===== config.mk =====
export PLATFORM = sky130hd
export DESIGN_NAME = wrr_lock_arbiter
export DESIGN_NICKNAME = d
export VERILOG_FILES = /design/src/rtl/wrr_lock_arbiter_pkg.sv /design/src/rtl/wrr_lock_arbiter_rr_pick_from_ptr.sv /design/src/rtl/wrr_lock_arbiter.sv
export SDC_FILE = /design/constraint.sdc
export NUM_CORES = 1
export LEC_CHECK = 0
export CAP_MARGIN = 20
export CORE_MARGIN = 3
export CORE_UTILIZATION = 25
export DETAILED_ROUTE_END_ITERATION = 8
export GPL_TIMING_DRIVEN = 0
export PLACE_DENSITY = 0.49
export SLEW_MARGIN = 10
export SYNTH_ARGS = -nofsm -noshare
export SYNTH_HDL_FRONTEND = slang
export SYNTH_SLANG_ARGS = --single-unit

===== constraint.sdc =====
create_clock -name clock -period 5.7 [get_ports clock]
set_input_delay 0.855 -clock clock [delete_from_list [all_inputs] [get_ports clock]]
set_output_delay 0.855 -clock clock [all_outputs]
set_load 0.02 [all_outputs]

===== src/rtl/wrr_lock_arbiter_pkg.sv =====
// Shared types for the weighted round-robin lock arbiter.
package wrr_lock_arbiter_pkg;

  typedef enum logic [1:0] {
    ARB_RR   = 2'd0,
    ARB_WRR  = 2'd1,
    ARB_PRIO = 2'd2,
    ARB_RSVD = 2'd3
  } arb_mode_e;

endpackage


===== src/rtl/wrr_lock_arbiter_rr_pick_from_ptr.sv =====
// Combinational find-first over a request vector rotated to start at ptr.
module rr_pick_from_ptr #(
  parameter int unsigned N  = 4,
  parameter int unsigned IW = 2
) (
  input  logic [N-1:0]  eligible,
  input  logic [IW-1:0] ptr,
  output logic          found,
  output logic [IW-1:0] idx
);

  int unsigned   cand;
  logic [IW-1:0] cand_idx;

  always_comb begin
    found    = 1'b0;
    idx      = '0;
    cand     = 0;
    cand_idx = '0;
    for (int unsigned k = 0; k < N; k++) begin
      cand = 32'(ptr) + k;
      if (cand >= N) begin
        cand = cand - N;
      end
      cand_idx = IW'(cand);
      if (!found && eligible[cand_idx]) begin
        found = 1'b1;
        idx   = cand_idx;
      end
    end
  end

endmodule


===== src/rtl/wrr_lock_arbiter.sv =====
// Multi-mode (RR / WRR / strict priority) arbiter with registered one-hot
// grant, burst lock until last beat, and per-requester WRR credits.
module wrr_lock_arbiter
  import wrr_lock_arbiter_pkg::*;
#(
  parameter int unsigned nReq    = 4,
  parameter int unsigned wBits   = 4,
  parameter int unsigned LOCK_EN = 1
) (
  input  logic                      clock,
  input  logic                      reset,
  input  logic                      trigger,
  input  logic [1:0]                mode,
  input  logic [nReq-1:0]           request,
  input  logic [nReq-1:0]           last,
  input  logic                      weight_update,
  input  logic [nReq*wBits-1:0]     weights,
  output logic [nReq-1:0]           grant,
  output logic                      grant_valid,
  output logic [$clog2(nReq)-1:0]   grant_idx,
  output logic                      round_done
);

  localparam int unsigned IW = $clog2(nReq);

  arb_mode_e                    mode_e;
  logic [nReq-1:0][wBits-1:0]   weights_arr;
  logic [nReq-1:0][wBits-1:0]   eff_credit;
  logic [nReq-1:0]              weight_nz;
  logic [nReq-1:0]              credit_nz;
  logic [nReq-1:0]              eff_nz;
  logic [nReq-1:0]              eligible;
  logic                         exhausted;
  logic                         locked;
  logic                         arb_evt;
  logic [IW-1:0]                pick_ptr;
  logic                         pick_found;
  logic [IW-1:0]                pick_idx;

  logic [nReq-1:0]              grant_q, grant_d;
  logic [IW-1:0]                grant_idx_q, grant_idx_d;
  logic [IW-1:0]                ptr_q, ptr_d;
  logic [nReq-1:0][wBits-1:0]   credit_q, credit_d;
  logic                         round_done_q, round_done_d;

  assign mode_e      = arb_mode_e'(mode);
  assign weights_arr = weights;

  always_comb begin
    weight_nz = '0;
    credit_nz = '0;
    eff_nz    = '0;
    for (int unsigned i = 0; i < nReq; i++) begin
      weight_nz[i] = |weights_arr[i];
      credit_nz[i] = |credit_q[i];
    end
    // Reload happens in the same cycle the round runs dry, so no idle bubble.
    exhausted  = ~|(request & credit_nz) && |(request & weight_nz);
    eff_credit = exhausted ? weights_arr : credit_q;
    for (int unsigned i = 0; i < nReq; i++) begin
      eff_nz[i] = |eff_credit[i];
    end
    case (mode_e)
      ARB_WRR: eligible = request & eff_nz;
      default: eligible = request;
    endcase
    pick_ptr = (mode_e == ARB_PRIO) ? '0 : ptr_q;
    locked   = (LOCK_EN != 0) && (|grant_q) && request[grant_idx_q] && !last[grant_idx_q];
    arb_evt  = trigger && !locked;
  end

  rr_pick_from_ptr #(
    .N  (nReq),
    .IW (IW)
  ) u_pick (
    .eligible (eligible),
    .ptr      (pick_ptr),
    .found    (pick_found),
    .idx      (pick_idx)
  );

  always_comb begin
    grant_d      = grant_q;
    grant_idx_d  = grant_idx_q;
    ptr_d        = ptr_q;
    credit_d     = credit_q;
    round_done_d = 1'b0;
    if (arb_evt) begin
      if (pick_found) begin
        grant_d           = '0;
        grant_d[pick_idx] = 1'b1;
        grant_idx_d       = pick_idx;
        ptr_d             = (pick_idx == IW'(nReq - 1)) ? '0 : pick_idx + IW'(1);
        if (mode_e == ARB_WRR) begin
          credit_d = eff_credit;
          if (credit_d[pick_idx] != '0) begin
            credit_d[pick_idx] = credit_d[pick_idx] - wBits'(1);
          end
          round_done_d = exhausted;
        end
      end else begin
        grant_d = '0;
      end
    end
    // A weight reload wins over both the burst decrement and an auto-reload.
    if (weight_update) begin
      credit_d     = weights_arr;
      round_done_d = 1'b0;
    end
  end

  always_ff @(posedge clock) begin
    if (reset) begin
      grant_q      <= '0;
      grant_idx_q  <= '0;
      ptr_q        <= '0;
      credit_q     <= weights_arr;
      round_done_q <= 1'b0;
    end else begin
      grant_q      <= grant_d;
      grant_idx_q  <= grant_idx_d;
      ptr_q        <= ptr_d;
      credit_q     <= credit_d;
      round_done_q <= round_done_d;
    end
  end

  assign grant       = grant_q;
  assign grant_valid = |grant_q;
  assign grant_idx   = grant_idx_q;
  assign round_done  = round_done_q;

endmodule


* Word level (Yosys, flattened, before mapping)
Index checks and enable logic that the tools add are counted.
** Word-level totals
- Output and inout bits :: 8
- Input port bits :: 30
- Word-level logic and storage cells :: 115
- Register bits :: 25
** Cells by class
- Eq/ne operators :: 3
- $lt $le $gt $ge :: 11
- Bitwise operators :: 6
- Add/sub/neg operators :: 9
- Reductions and logical operators :: 36
- Multiplexer cells :: 42
** Operators by type and width (count)
- $mux 16 :: 7
- $reduce_or 4->1 :: 15
- $mux 2 :: 10
- $lt 2x3->1 const B :: 6
- $bwmux 16 :: 1
- $mux 4 :: 4
- $and 4x4->4 :: 3
- $bmux 1 s2 :: 6
- $mux 1 :: 11
- $ge 3x3->1 const B :: 3
- $reduce_bool 3->1 :: 3
- $bmux 4 s2 :: 1
- $demux 4 s2 :: 1
- $logic_and 1x1->1 :: 8
- $sub 2x1->2 const B :: 4
- $add 2x2->3 const B :: 2
- $logic_not 1->1 :: 6
- $reduce_or 5->1 :: 1
- $eq 2x2->1 const B :: 2
- $reduce_bool 4->1 :: 1
- $sub 4x1->4 const B :: 1
- $add 2x1->3 const B :: 1
- $ge 2x3->1 const B :: 1
- $not 1->1 :: 3
- other kinds (6) :: 6

* Depth between registers and ports, before layout
Gate-level depths: netlist of the first run.
- Depth in word-level cells :: 32
- Gate-level depth with buffers :: 19
- Gate-level depth less buffers :: 14

* Cells and area by module
A second synthesis of the first run with hierarchy kept.
** Unflattened totals
- Cell total of the unflattened synthesis :: 224
- Area total of the unflattened synthesis :: 2030.7 um^2
** Modules (own cells, without submodules)
- wrr_lock_arbiter :: instances 1, area an instance 1953.1 um^2, sequential area each 660.6 um^2, cells an instance 209
- rr_pick_from_ptr :: instances 1, area an instance 77.6 um^2, sequential area each 0.0 um^2, cells an instance 15

* Worst setup path after synthesis of the first run
Ideal clock, no wire load.
- Path type :: input port to flip-flop
- Start :: in weights[0]
- End :: reg credit_q[13] in the netlist's numbering, data pin
- Buffers on the path :: 1
- Library setup time :: 0.272 ns
- Data arrival time :: 4.709 ns
- Data required time :: 5.428 ns
- Slack :: 0.719 ns
- Cell stages on the path :: 15
- Path through :: or4_1 -> o21ai_1 -> nor3_1 -> nor2_1 -> a21oi_1 -> o41ai_4 -> mux4_2 -> nand3_1 -> and2_4 -> buf_6 -> ha_1 -> nand3b_1 -> a2bb2oi_2 -> nor3b_1 -> or4b_1
** Between the ends
- Cells in the longest elaborated chain, start to end :: 31
- Elaborated cells between the ends (all ways) :: 48
- Classes of those cells :: 1 x add/sub; 2 x order compare; 28 x mux; 2 x bitwise; 15 x reduce/logical
** Ends and longest elaborated chain
- from (decl) :: line wrr_lock_arbiter.sv:17 : input logic [nReq*wBits-1:0] weights,
- $reduce_or 4->1 :: line wrr_lock_arbiter.sv:54 : weight_nz[i] = |weights_arr[i];
- $and 4x4->4 :: line wrr_lock_arbiter.sv:58 : exhausted = ~|(request & credit_nz) && |(request & weight_nz);
- $reduce_or 4->1 :: line wrr_lock_arbiter.sv:58
- $logic_and 1x1->1 :: line wrr_lock_arbiter.sv:58
- $mux 16 (*) :: line wrr_lock_arbiter.sv:59 : eff_credit = exhausted ? weights_arr : credit_q;
- $reduce_or 4->1 :: line wrr_lock_arbiter.sv:61 : eff_nz[i] = |eff_credit[i];
- $and 4x4->4 (*) :: line wrr_lock_arbiter.sv:64 : ARB_WRR: eligible = request & eff_nz;
- $mux 4 (*) :: line wrr_lock_arbiter.sv:63 : case (mode_e)
- (+12 left out)
- via pick_idx[0] :: line wrr_lock_arbiter.sv:38 : logic [IW-1:0] pick_idx;
- parallel branches: the longest is 5 deep, another holds $sub 4x1->4
- $mux 16 (*) :: line wrr_lock_arbiter.sv:96 : if (credit_d[pick_idx] != '0) begin
- $mux 16 (*) :: line wrr_lock_arbiter.sv:94 : if (mode_e == ARB_WRR) begin
- $mux 16 (*) :: line wrr_lock_arbiter.sv:89 : if (pick_found) begin
- $mux 16 (*) :: line wrr_lock_arbiter.sv:88 : if (arb_evt) begin
- $mux 16 (*) :: line wrr_lock_arbiter.sv:106 : if (weight_update) begin
- $mux 16 (*) :: line wrr_lock_arbiter.sv:113 : if (reset) begin
- to (signal assigned) :: line wrr_lock_arbiter.sv:117 : credit_q <= weights_arr;
- to (signal assigned) :: line wrr_lock_arbiter.sv:123 : credit_q <= credit_d;
- to (decl) :: line wrr_lock_arbiter.sv:43 : logic [nReq-1:0][wBits-1:0] credit_q, credit_d;
Mark *: on every way through the listed nets, which the timed path passes. The select of a mux whose other input is x is not followed.
A chain may end at the register's enable or synchronous reset.

* Final worst setup path of the first run
- Start :: in weights[0]
- End :: reg credit_q[13] in the netlist's numbering, data pin
** Between the ends
- Cells in the longest elaborated chain, start to end :: 31
- Elaborated cells between the ends (all ways) :: 48
- Classes of those cells :: 1 x add/sub; 2 x order compare; 28 x mux; 2 x bitwise; 15 x reduce/logical
** Ends and longest elaborated chain (line)
- $reduce_or 4->1 :: wrr_lock_arbiter.sv:54
- $and 4x4->4 :: wrr_lock_arbiter.sv:58
- $reduce_or 4->1 :: wrr_lock_arbiter.sv:58
- $logic_and 1x1->1 :: wrr_lock_arbiter.sv:58
- $mux 16 (*) :: wrr_lock_arbiter.sv:59
- parallel branches: the longest is 20 deep, another holds $reduce_or 4->1
- $mux 16 (*) :: wrr_lock_arbiter.sv:96
- $mux 16 (*) :: wrr_lock_arbiter.sv:94
- $mux 16 (*) :: wrr_lock_arbiter.sv:89
- $mux 16 (*) :: wrr_lock_arbiter.sv:88
- $mux 16 (*) :: wrr_lock_arbiter.sv:106
- $mux 16 (*) :: wrr_lock_arbiter.sv:113
Mark *: on every way between the ends. The select of a mux whose other input is x is not followed.

==> impl_metrics.tcl, run 1 <==
set metrics [dict create \
    clkTransAtPathRegs_ns 0.06 \
    io_buffers 37 \
    place_area_um2 3380 \
    ff_latch_area_um2 661 \
    pwr-share-comb 0.724 \
    via_count 3046 \
    net-switching-power_uw 877 \
    report.final.slew_viol_count 0 \
    synth-warning-count 0 \
    cts_tree "built" \
    synth_top_cell_area_share 0.170 \
    die-height_um 112 \
    io_pins 38 \
    finalNonFillerCells 530 \
    viasPerCell 5.75 \
    leakage_uw 0.00141 \
    yosysSeqAreaShare 0.233 \
    pwr-share-seq 0.184 \
    multi_input_comb_area_um2 2180 \
    clock_latency_ns 0.26 \
    wl_um 10400 \
    async_flop_share 0 \
    cts_htree_levels 1 \
    grt-ovfl-total 0 \
    path_max_fanout 10 \
    hp-start "grant[3]" \
    wire_per_inst_um 19.7 \
    drive_above_1_share 0.141 \
    grt_pass1_vias 2911 \
    mostFrequentLayoutCells "37 x nand2_1, 25 x nor2_1, 22 x mux2i_1, 20 x a21oi_1" \
    min_to "grant[3]" \
    rr_startpoint "credit_q[12]" \
    rr_endpoint "credit_q[13]" \
    ys_seq_elements 25 \
    drc 0 \
    rsz0062_at_grt "false" \
    track_usage 0.160 \
    netSwitchingFraction 0.504 \
    nets 426 \
    syn_inst 338 \
    setup.worst_path.start_class "input pin" \
    coreArea_um2 10900 \
    clockBufferDepth 2 \
    first_pass_iters 5 \
    holdCritPathClass "reg2reg" \
    dp.cells 515 \
    max_slew_margin 0.369 \
    start_util 0.259 \
    maxCapViolCount 0 \
    n_fill_cell 1157 \
    die_area_um2 12600 \
    hpwl_um 8110 \
    finalCritPeriodShare 0.965 \
    synth_area_um2 2830 \
    clkSinkCount 25 \
    final_hold_viol_count 0 \
    cts_made_buffers 3 \
    worstMarginPinSlew_ns 0.946 \
    design_area_um2 3690 \
    max_freq_mhz 182 \
    worstHoldPathCells 2 \
    fin_skew_ns 0.00189 \
    antenna_found_initial 0 \
    power.density_nw_per_um2 472 \
    grt_pass1_wl_um 16200 \
    synth_ff_type "edfxtp_1" \
    cp.arrival_ns 5.50 \
    synth_area_leader_cell "edfxtp_1" \
    avgSynthCellArea_um2 8.38 \
    yosysUniqueCellTypes 78 \
    num_rows 38 \
    grt_max_degree 17 \
    holdWs_ns 0.541 \
    ant_nets 0 \
    setup_violations 0 \
    ir_worst_vdd_mv 0.181 \
    clockPowerShare 0.092 \
    final_common_cell "nand2_1" \
    routabilityCongestion 0.877 \
    synth_edf_count 16 \
    crit_type "in2reg" \
    synth.area.top_cells "edfxtp_1 17%, mux2i_1 8.1%, dfxtp_1 6.4%" \
    cts_hold_buffers 0 \
    rr_worst_depth 16 \
    required_ns 5.70 \
    status "complete, no violations" \
    clockRootBuffer "clkbuf_16" \
    cp-end-kind "flop" \
    initialDrtViolationCount 144 \
    diodes 0 \
    syn2layout_area_growth_pct 30.1 \
    synth_nets 373 \
    intPower_uw 865 \
    fp.dieW_um 112 \
    min_period_ns 5.50 \
    regToRegSetupSlack_ns 0.30 \
]
==> area by class of cell <==
cell class              count  area share
repair buffers             48       0.128
well taps                 140      0.0475
clock buffers               4      0.0214
flip-flops and latches     25       0.179
plain buffers              19      0.0271
multi-input cells         288       0.591
inverters                   6     0.00611
==> timing repair <==
item                       4_1_cts  5_1_grt
buffers inserted                 9        2
pin swaps                        6        7
setup endpoints to repair       16       14
gates resized for setup         23       19
==> state kept, by name, indices dropped and copies added (netlist names) <==
register and cells:
credit_q 16, ptr_q 2, grant 4, round_done 1, grant_idx 2
==> cell usage after synthesis, types with 7 or more instances <==
cell type   n
nand3_1    18
nand4_1     7
o211ai_1    9
clkbuf_1   10
o41ai_1     7
nand2_1    37
and2_1      7
edfxtp_1   16
dfxtp_1     9
a211oi_1   12
nor2_1     25
mux2i_1    23
a21oi_1    20
nor3_1      9
==> cell families after synthesis <==
family                   share of synthesized area
XOR/XNOR                                   0.00618
multiplexers                                 0.133
adder cells (fa/ha/maj)                     0.0221
AO/OA/AOI/OAI                                0.297
flip-flops                                   0.233
buffers and inverters                       0.0411
AND/OR/NAND/NOR                              0.268
==> layer usage <==
| layer | share of wire | global-route usage |
|---|---|---|
| met1 | 0.44 | 0.213 |
| met2 | 0.48 | 0.269 |
| met3 | 0.048 | 0.0124 |
| met4 | 0.031 | 0.0617 |
| met5 | 0 | 0 |
==> worst max-delay path, stage by stage <==
cell             delay, ns
clkdlybuf4s50_1       0.48
or4_4                 0.58
o21ai_4               0.20
nor3_1                0.10
or2_1                 0.25
mux4_2                0.53
or3_1                 0.41
a32oi_2               0.27
o211ai_1              0.19
and2_4                0.20
buf_6                 0.13
ha_2                  0.22
nand3b_1              0.12
a2bb2oi_2             0.24
buf_6                 0.19
a21oi_1               0.07
or4b_1                0.47
==> power by group through the flow <==
stage / Clock, uW / Sequential [uW] / Combinational (uW)
2_1_floorplan: 0 / 320 / 830
3_3_place_gp: 0 / 322 / 1190
3_5_place_dp: 0 / 324 / 1190
4_1_cts: 166 / 319 / 1240
5_1_grt: 171 / 328 / 1350
6_report: 160 / 320 / 1260
==> per-stage QoR <==
step            util  total power, uW  setup TNS [ns]  setup slack (ns)
2_1_floorplan      -             1150               0             0.719
3_3_place_gp   0.309             1510          -11.09            -0.780
3_5_place_dp   0.309             1510          -10.53            -0.744
4_1_cts        0.330             1730               0           0.00428
5_1_grt        0.337             1850               0            0.0141
6_report       0.337             1740               0             0.201
==> worst max path at each step <==
stage                           start            to  slack, ns
after global routing          mode[0]  credit_q[13]       0.01
after CTS                  weights[0]  credit_q[13]      0.004
after detailed placement   weights[1]  credit_q[14]      -0.74
after global placement    weights[12]  credit_q[14]      -0.78
after floorplan            weights[0]  credit_q[13]       0.72
final                      weights[0]  credit_q[13]       0.20
No activity file was read; power rests on OpenSTA's default activity.
==> inputs of run 2 (changes only) <==
--- a/config.mk
+++ b/config.mk
@@ -11,6 +11,7 @@
 export DETAILED_ROUTE_END_ITERATION = 8
 export GPL_TIMING_DRIVEN = 0
 export PLACE_DENSITY = 0.49
+export SKIP_CTS_REPAIR_TIMING = 1
 export SLEW_MARGIN = 10
 export SYNTH_ARGS = -nofsm -noshare
 export SYNTH_HDL_FRONTEND = slang
==> impl_metrics.tcl, run 2 (synthesized netlist as in run 1, its figures left out) <==
set metrics [dict create \
    holdWs_ns 0.541 \
    grt-busiest-layer "met2" \
    diodes 0 \
    cp.arrival_ns 5.59 \
    num_rows 38 \
    io_buffers 37 \
    largest_register_ffs 16 \
    start_util 0.259 \
    path_max_fanout 7 \
    io_pins 38 \
    grt_pass1_wl_um 15800 \
    cts_htree_levels 1 \
    setup_violations 0 \
    die-height_um 112 \
    cts_made_buffers 3 \
    coreArea_um2 10900 \
    grt_max_degree 17 \
    clockBufferDepth 2 \
    wire_per_inst_um 20.0 \
    clockRootBuffer "clkbuf_16" \
    drive_above_1_share 0.145 \
    ant_nets 0 \
    final_hold_viol_count 0 \
    crit_chain "clkdlybuf4s50_1, nor2b_1, a21boi_0, mux2_4, mux4_2, a311oi_4, buf_4, a2bb2oi_2, o211ai_1, and2_4, buf_6, ha_4, nand3b_1, a2bb2oi_4, buf_4, buf_2, and4_4, a311o_1" \
    regMostFlops "credit_q" \
    routabilityCongestion 0.877 \
    drc 0 \
    grt.met3_usage 0.0129 \
    crit_buf_inv 5 \
    holdCritPathClass "reg2reg" \
    syn2layout_area_growth_pct 32.4 \
    clkSinkCount 25 \
    fin_skew_ns 0.00313 \
    die_area_um2 12600 \
    grt_use_met1 0.207 \
    critPathMaxStageDelay_ns 0.55 \
    final_common_cell "nand2_1" \
    wl_um 10600 \
    hpwl_um 8110 \
    status "complete, no violations" \
    required_ns 5.71 \
    power.density_nw_per_um2 487 \
    crit_type "in2reg" \
    clkTransAtPathRegs_ns 0.07 \
    use_met2 0.263 \
    grt_pass1_vias 2883 \
    n_fill_cell 1153 \
    via_count 3103 \
    setup.worst_path.start_class "input pin" \
    clock_latency_ns 0.26 \
    p_total_uw 1830 \
    ir_worst_vdd_mv 0.183 \
    cpMaxStageDelayCell "clkdlybuf4s50_1" \
    first_pass_iters 5 \
    critPathTopFamily "compound AO/OA/AOI/OAI gates" \
    report.final.slew_viol_count 0 \
    mostFrequentLayoutCells "37 x nand2_1, 24 x nor2_1, 22 x mux2i_1, 20 x a21oi_1, 20 x clkdlybuf4s50_1" \
    antenna_found_initial 0 \
    leakage_uw 0.00146 \
    worstMarginPinSlew_ns 0.934 \
    cts_tree "built" \
    track_usage 0.157 \
    max_slew_margin 0.377 \
    min_period_ns 5.57 \
    max_freq_mhz 179 \
    grt-ovfl-total 0 \
    nets 429 \
    fp.dieW_um 112 \
    maxCapViolCount 0 \
    cp-end-kind "flop" \
    initialDrtViolationCount 180 \
    path_common_cell "buf_4" \
    finalCritPeriodShare 0.978 \
    viasPerCell 5.82 \
]
[run 2: final cells by class]
cell class                 instances  area [um^2]  share of cell area
buffer                            19          100              0.0267
clock buffer                       4         78.8              0.0210
inverter                           6         22.5             0.00600
multi-input combinational        288         2200               0.586
sequential                        25          661               0.176
tap                              140          175              0.0467
timing repair buffer              51          515               0.137
[run 2: power breakdown]
part | switching [uW] | leakage [uW] | internal, uW
Sequential | 53.7 | 0.000237 | 267
Combinational | 794 | 0.00119 | 550
Clock | 66.1 | 0.0000382 | 95.9
[run 2: stage by stage]
step           utilization  instances  setup WS [ns]  area [um^2]  TNS [ns]
2_1_floorplan            -        338          0.719         2830         0
3_3_place_gp         0.309        515         -0.780         3380    -11.09
3_5_place_dp         0.309        515         -0.744         3380    -10.53
4_1_cts              0.316        519         -0.460         3460     -6.06
5_1_grt              0.343        533        -0.0419         3750   -0.0856
6_report             0.343        533          0.128         3750         0
[run 2: final timing paths]
path	from	end	slack [ns]	cells after the start
worst max-delay path	mode[0]	credit_q[0]	0.13	18
worst min-delay path	grant[3]	grant[3]	0.54	2
worst max register to register	credit_q[12]	credit_q[0]	0.33	19
worst min register to register	grant[3]	grant[3]	0.54	2
[run 2: per-layer routing]
layer	vias up	part of all wire
met1	1514	0.46
met4	0	0.026
met3	17	0.040
li1	1459	-
met2	113	0.47
met5	-	0
[run 2: worst register-to-register path, stage by stage (launching register included)]
cell and delay [ns]:
edfxtp_1 0.44, o41ai_1 0.72, nand4_1 0.30, buf_4 0.23, nor3_2 0.28, nor3_2 0.14
mux4_2 0.57, a311oi_4 0.27, buf_4 0.20, a2bb2oi_2 0.07, o211ai_1 0.31, and2_4 0.20
buf_6 0.13, ha_4 0.18, nand3b_1 0.13, a2bb2oi_4 0.20, buf_4 0.16, buf_2 0.15
and4_4 0.18, a311o_1 0.27
